[config.mk]
export PLATFORM = sky130hd
export DESIGN_NAME = data_mem_arbiter
export DESIGN_NICKNAME = d
export VERILOG_FILES = /design/src/rtl/risc_mem_pkg.sv /design/src/rtl/burst_addr_gen.sv /design/src/rtl/data_mem_arbiter.sv
export SDC_FILE = /design/constraint.sdc
export NUM_CORES = 1
export LEC_CHECK = 0
export BUFFER_PORTS_ARGS = -buffer_cell sky130_fd_sc_hd__buf_2
export CAP_MARGIN = 10
export CORE_AREA = 2 2 118 120
export CTS_BUF_LIST = sky130_fd_sc_hd__clkbuf_8
export DETAILED_ROUTE_END_ITERATION = 6
export DIE_AREA = 0 0 120 122
export PLACE_DENSITY = 0.82
export SYNTH_ARGS = -nofsm -noshare
export SYNTH_HDL_FRONTEND = slang
export SYNTH_SLANG_ARGS = --single-unit
[constraint.sdc]
create_clock -name clk -period 5 [get_ports clk]
set_input_delay 0.25 -clock clk [delete_from_list [all_inputs] [get_ports clk]]
set_output_delay 0.25 -clock clk [all_outputs]
set_load 0.02 [all_outputs]
[src/rtl/risc_mem_pkg.sv]
// Shared definitions for the data-memory arbiter: state encoding,
// default widths and the word stride used for burst addressing.
package risc_mem_pkg;

  localparam int DEF_ADDR_W       = 32;
  localparam int DEF_DATA_W       = 32;
  localparam int DEF_LEN_W        = 4;
  localparam int DEF_STARVE_LIMIT = 8;

  // Byte distance between consecutive burst beats.
  localparam int WORD_STRIDE = 4;

  typedef enum logic [1:0] {
    IDLE  = 2'd0,  // core owns memory through the pass-through
    GRANT = 2'd1,  // one-cycle handshake, burst fields latched
    BURST = 2'd2,  // one external beat per cycle
    DONE  = 2'd3   // one-cycle completion pulse
  } arb_state_t;

  // Bits needed to count from 0 up to and including limit.
  function automatic int starve_cnt_width(input int limit);
    return (limit < 1) ? 1 : $clog2(limit + 1);
  endfunction

endpackage

[src/rtl/burst_addr_gen.sv]
// Burst address generator: latches the granted burst fields, counts
// beats and produces the wrapped word address of the current beat.
module burst_addr_gen
  import risc_mem_pkg::*;
#(
  parameter int ADDR_W = DEF_ADDR_W,
  parameter int LEN_W  = DEF_LEN_W
) (
  input  logic              clk,
  input  logic              reset,
  input  logic              load,
  input  logic              advance,
  input  logic [ADDR_W-1:0] start_addr,
  input  logic [LEN_W-1:0]  start_len,
  input  logic              start_we,
  output logic [ADDR_W-1:0] beat_addr,
  output logic              last_beat,
  output logic              burst_we
);

  logic [ADDR_W-1:0] base_addr;
  logic [LEN_W-1:0]  len;
  logic [LEN_W-1:0]  beat_cnt;
  logic              we;

  // Capture burst fields on grant, then step the beat counter each beat.
  always_ff @(posedge clk or negedge reset) begin
    if (!reset) begin
      base_addr <= '0;
      len       <= '0;
      we        <= 1'b0;
      beat_cnt  <= '0;
    end else if (load) begin
      base_addr <= start_addr;
      len       <= start_len;
      we        <= start_we;
      beat_cnt  <= '0;
    end else if (advance) begin
      beat_cnt  <= beat_cnt + LEN_W'(1);
    end
  end

  // Address arithmetic is ADDR_W wide so it wraps naturally past the top;
  // the low two bits of a misaligned base pass through untouched.
  assign beat_addr = base_addr + ADDR_W'(beat_cnt) * ADDR_W'(WORD_STRIDE);
  assign last_beat = (beat_cnt == len);
  assign burst_we  = we;

endmodule

[src/rtl/data_mem_arbiter.sv]
// Data-memory arbiter: the core owns memory through a combinational
// pass-through; an external requester gets fixed-length word bursts when
// the core is idle or after a bounded starvation interval.
module data_mem_arbiter
  import risc_mem_pkg::*;
#(
  parameter int ADDR_W       = DEF_ADDR_W,
  parameter int DATA_W       = DEF_DATA_W,
  parameter int LEN_W        = DEF_LEN_W,
  parameter int STARVE_LIMIT = DEF_STARVE_LIMIT
) (
  input  logic              clk,
  input  logic              reset,
  input  logic              core_read,
  input  logic              core_write,
  input  logic [ADDR_W-1:0] core_addr,
  input  logic [DATA_W-1:0] core_wdata,
  output logic [DATA_W-1:0] core_rdata,
  output logic              core_stall,
  input  logic              ext_req,
  input  logic              ext_we,
  input  logic [ADDR_W-1:0] ext_addr,
  input  logic [LEN_W-1:0]  ext_len,
  input  logic [DATA_W-1:0] ext_wdata,
  output logic              ext_gnt,
  output logic              ext_wready,
  output logic [DATA_W-1:0] ext_rdata,
  output logic              ext_rvalid,
  output logic              ext_done,
  output logic [ADDR_W-1:0] mem_addr,
  output logic [DATA_W-1:0] mem_wdata,
  output logic              mem_read,
  output logic              mem_write,
  input  logic [DATA_W-1:0] mem_rdata
);

  localparam int STARVE_W = starve_cnt_width(STARVE_LIMIT);

  arb_state_t          state;
  arb_state_t          state_next;
  logic [STARVE_W-1:0] starve_cnt;
  logic                core_active;
  logic                starve_hit;
  logic                addr_load;
  logic                addr_advance;
  logic                burst_we;
  logic                last_beat;
  logic [ADDR_W-1:0]   burst_addr;

  assign core_active = core_read | core_write;
  assign starve_hit  = (starve_cnt == STARVE_W'(STARVE_LIMIT - 1));
  // Core load data always comes straight from memory; while the core is
  // stalled the value is simply ignored.
  assign core_rdata  = mem_rdata;

  burst_addr_gen #(
    .ADDR_W (ADDR_W),
    .LEN_W  (LEN_W)
  ) u_addr_gen (
    .clk        (clk),
    .reset      (reset),
    .load       (addr_load),
    .advance    (addr_advance),
    .start_addr (ext_addr),
    .start_len  (ext_len),
    .start_we   (ext_we),
    .beat_addr  (burst_addr),
    .last_beat  (last_beat),
    .burst_we   (burst_we)
  );

  // State register.
  always_ff @(posedge clk or negedge reset) begin
    if (!reset) begin
      state <= IDLE;
    end else begin
      state <= state_next;
    end
  end

  // Counts consecutive cycles the requester waits behind an active core;
  // cleared after every burst so the core gets a turn between bursts.
  always_ff @(posedge clk or negedge reset) begin
    if (!reset) begin
      starve_cnt <= '0;
    end else if (state == IDLE) begin
      if (ext_req && core_active) begin
        starve_cnt <= starve_cnt + STARVE_W'(1);
      end else begin
        starve_cnt <= '0;
      end
    end else if (state == DONE) begin
      starve_cnt <= '0;
    end
  end

  // Read beats are returned one cycle after the memory access.
  always_ff @(posedge clk or negedge reset) begin
    if (!reset) begin
      ext_rdata  <= '0;
      ext_rvalid <= 1'b0;
    end else begin
      ext_rvalid <= (state == BURST) && !burst_we;
      if ((state == BURST) && !burst_we) begin
        ext_rdata <= mem_rdata;
      end
    end
  end

  // Next-state logic and memory-port muxing.
  always_comb begin
    state_next   = state;
    ext_gnt      = 1'b0;
    ext_wready   = 1'b0;
    ext_done     = 1'b0;
    core_stall   = 1'b0;
    mem_addr     = '0;
    mem_wdata    = '0;
    mem_read     = 1'b0;
    mem_write    = 1'b0;
    addr_load    = 1'b0;
    addr_advance = 1'b0;
    case (state)
      IDLE: begin
        mem_addr  = core_addr;
        mem_wdata = core_wdata;
        mem_read  = core_read;
        mem_write = core_write;
        if (ext_req && (!core_active || starve_hit)) begin
          state_next = GRANT;
        end
      end
      GRANT: begin
        ext_gnt    = 1'b1;
        core_stall = core_active;
        addr_load  = 1'b1;
        state_next = BURST;
      end
      BURST: begin
        core_stall = core_active;
        mem_addr   = burst_addr;
        if (burst_we) begin
          mem_write  = 1'b1;
          mem_wdata  = ext_wdata;
          ext_wready = 1'b1;
        end else begin
          mem_read   = 1'b1;
        end
        if (last_beat) begin
          state_next = DONE;
        end else begin
          addr_advance = 1'b1;
        end
      end
      DONE: begin
        ext_done   = 1'b1;
        core_stall = core_active;
        state_next = IDLE;
      end
      default: begin
        state_next = IDLE;
      end
    endcase
  end

endmodule

==> impl_metrics.env <==
export IMPL_avgSynthCellArea_um2=11.0
export IMPL_synthCells=446
export IMPL_synth_area_mm2=0.00492
export IMPL_stdcell_count=890
export IMPL_cp_cell_sequence="ha_1, inv_1, fa_1, nand2b_1, o2bb2ai_2, nor4_2, xnor2_1, o21ai_1, buf_2"
export IMPL_synth_largest_area_cell="dfrtp_1"
export IMPL_cts_resized=0
export IMPL_cts_hold_buf=0
export IMPL_finalHoldViolations=0
export IMPL_grt_pass1_wl_mm=21.9
export IMPL_ant_nets=0
export IMPL_clock_latency_ns=0.37
export IMPL_wl_per_cell_um=16.7
export IMPL_tightest_slew_ns=1.21
export IMPL_end_kind="output pin"
export IMPL_ir_drop_uv=340
export IMPL_critPathTopFamily="adder cells"
export IMPL_max_freq_mhz=327
export IMPL_yosysTopAreaCellShare_pct=40.7
export IMPL_seq_area_frac_synth_pct=40.7
export IMPL_die_h_um=122
export IMPL_tns_ns=0
export IMPL_nets=887
export IMPL_dp_hpwl_mm=11.4
export IMPL_slowest_stage="dfrtp_1"
export IMPL_hold_class="in -> async"
export IMPL_ys_top_cells_by_area="dfrtp_1, mux2_2, a22o_1"
export IMPL_rrSetupSlack_ns=2.47
export IMPL_synth_distinct_cells=50
export IMPL_n_antenna_cell=0
export IMPL_cts_made_buffers=9
export IMPL_clk_path_buf_depth=2
export IMPL_crit_arrival_ns=2.81
export IMPL_cp_required_ns=4.75
export IMPL_leakage_nw=3.24
export IMPL_reg2reg_to="starve_cnt[3]"
export IMPL_fin_skew_ns=0.0130
export IMPL_cts_root_buf="clkbuf_8"
export IMPL_globalplace_congestion=0.824
export IMPL_grt_usage_pct=19.4
export IMPL_crit_start="u_addr_gen.beat_cnt[0]"
export IMPL_grt_remaining_overflow=0
export IMPL_path_buf_inv=2
export IMPL_die_x_um=120
export IMPL_clk_pin_slew_ns=0.09
export IMPL_drtPass1Iterations=4
export IMPL_dr_first_iter_drc_count=132
export IMPL_status="completed"
export IMPL_cts_setup_buffers=0
export IMPL_viasPerCell=4.91
export IMPL_portBuffers=304
export IMPL_rr_worst_depth=6
export IMPL_start_util_pct=36.4
export IMPL_dieArea_mm2=0.0146
export IMPL_grt_max_degree=81
export IMPL_path_max_fanout=13
export IMPL_num_vias=4366
export IMPL_synth_nets=628
export IMPL_synth_warnings=0
export IMPL_cts_sinks=80
export IMPL_yosys_most_used_dff="dfrtp_1"
export IMPL_max_stage_delay_ns=0.46
export IMPL_floorplan_rows=43
export IMPL_drive_above_1_share_pct=58.0
export IMPL_areaGrowthSynthToFinish_pct=33.0
export IMPL_routed_wl_mm=14.9
export IMPL_h_tree_depth=3
export IMPL_synth_edf_count=0
export IMPL_path_class="reg -> out"
export IMPL_rsz0062_at_grt="false"
export IMPL_power_per_cell_area_mw_per_mm2=667
export IMPL_relSlewSlack_pct=19.4
export IMPL_cap_violations=0
export IMPL_synth_common_cells="dfrtp_1, mux2_2, nand2_1"
export IMPL_cp_depth=9
export IMPL_synth_seq_cells=80
export IMPL_slew_viol_final=0
export IMPL_cts_tree="built"
export IMPL_grt_pass1_vias=4298
export IMPL_timing_rr_start="state[0]"
export IMPL_fin_crit_ns=3.06
export IMPL_num_fill_cells=1278
export IMPL_dp_cells=874
export IMPL_synth_most_common_cell="dfrtp_1"
export IMPL_startpoint_type="register"
export IMPL_setup_viol=0
export IMPL_async_flop_share_pct=100
export IMPL_drc=0
export IMPL_fin_crit_sh_pct=61.2
export IMPL_io_pins=305
export IMPL_antenna_found_initial=0
export IMPL_core_area_mm2=0.0135
state kept, by name (all words and copies together) (netlist names):
signal                flops
ext_rdata                32
u_addr_gen.base_addr     32
state                     2
u_addr_gen.len            4
u_addr_gen.burst_we       1
u_addr_gen.beat_cnt       4
ext_rvalid                1
starve_cnt                4
layout by cell type, fill, tap and decap left out, drive strengths merged, types with 8 or more instances in the layout:
cell type / count
a22o: 35
buf: 307
clkbuf: 10
dfrtp: 80
ha: 11
inv: 8
mux2: 69
nand2: 43
nor2: 13
nor4: 12
o21ai: 35
xnor2: 30
where the power goes:
group	switching (mW)	total [mW]	internal (mW)
logic	1.54	2.62	1.07
registers	0.271	1.24	0.965
clock network	0.263	0.515	0.252
area by class of cell:
class / instances / area [um^2] / area share [%]
clock inverter: 6 / 76.3 / 1.17
timing repair buffer: 307 / 1550 / 23.6
tap: 180 / 225 / 3.44
sequential: 80 / 2000 / 30.6
multi-input combinational: 301 / 2540 / 38.8
clock buffer: 10 / 138 / 2.10
inverter: 6 / 22.5 / 0.344
stage by stage:
stage                     power, mW  util, %  instance area [um^2]  hold slack [ns]  setup WS, ns
after global routing           4.65     48.5                  6550           0.0800          1.74
after global placement         3.83     46.9                  6330            0.463          2.36
after floorplan                3.05        -                  4920          -0.0456          2.48
after CTS                      4.42     48.5                  6550           0.0807          1.90
after detailed placement       3.88     46.9                  6330            0.474          2.34
final                          4.37     48.5                  6550           0.0209          1.94
cells by family after synthesis:
kind of cell,share of synthesized area (%)
AND/OR/NAND/NOR,14.0
multiplexers,15.8
AO/OA/AOI/OAI,12.2
buffers and inverters,8.08
flip-flops,40.7
XOR/XNOR,6.05
adder cells (fa/ha/maj),3.20
worst max path at each step:
| stage | endpoint | slack, ns |
|---|---|---|
| 6_report | mem_addr[16] | 1.94 |
| 5_1_grt | mem_addr[16] | 1.74 |
| 4_1_cts | mem_addr[16] | 1.90 |
| 3_5_place_dp | mem_addr[18] | 2.34 |
| 3_3_place_gp | mem_addr[16] | 2.36 |
| 2_1_floorplan | mem_addr[16] | 2.48 |
routing by layer:
layer  global-route usage, %  vias to the layer above  routed length (um)
li1                        -                     2076                   -
met5                       0                        -                   0
met1                    21.5                     2067                5860
met3                    4.73                       24                1110
met4                    9.93                        0                 440
met2                    34.6                      199                7490
worst reg2reg max path: stages, from the launching register on:
cell      delay, ns
dfrtp_1        0.42
inv_1          0.12
ha_2           0.57
buf_4          0.49
o211ai_1       0.25
or2_2          0.35
o31ai_1        0.23
Power figures use the tool's default switching activity.
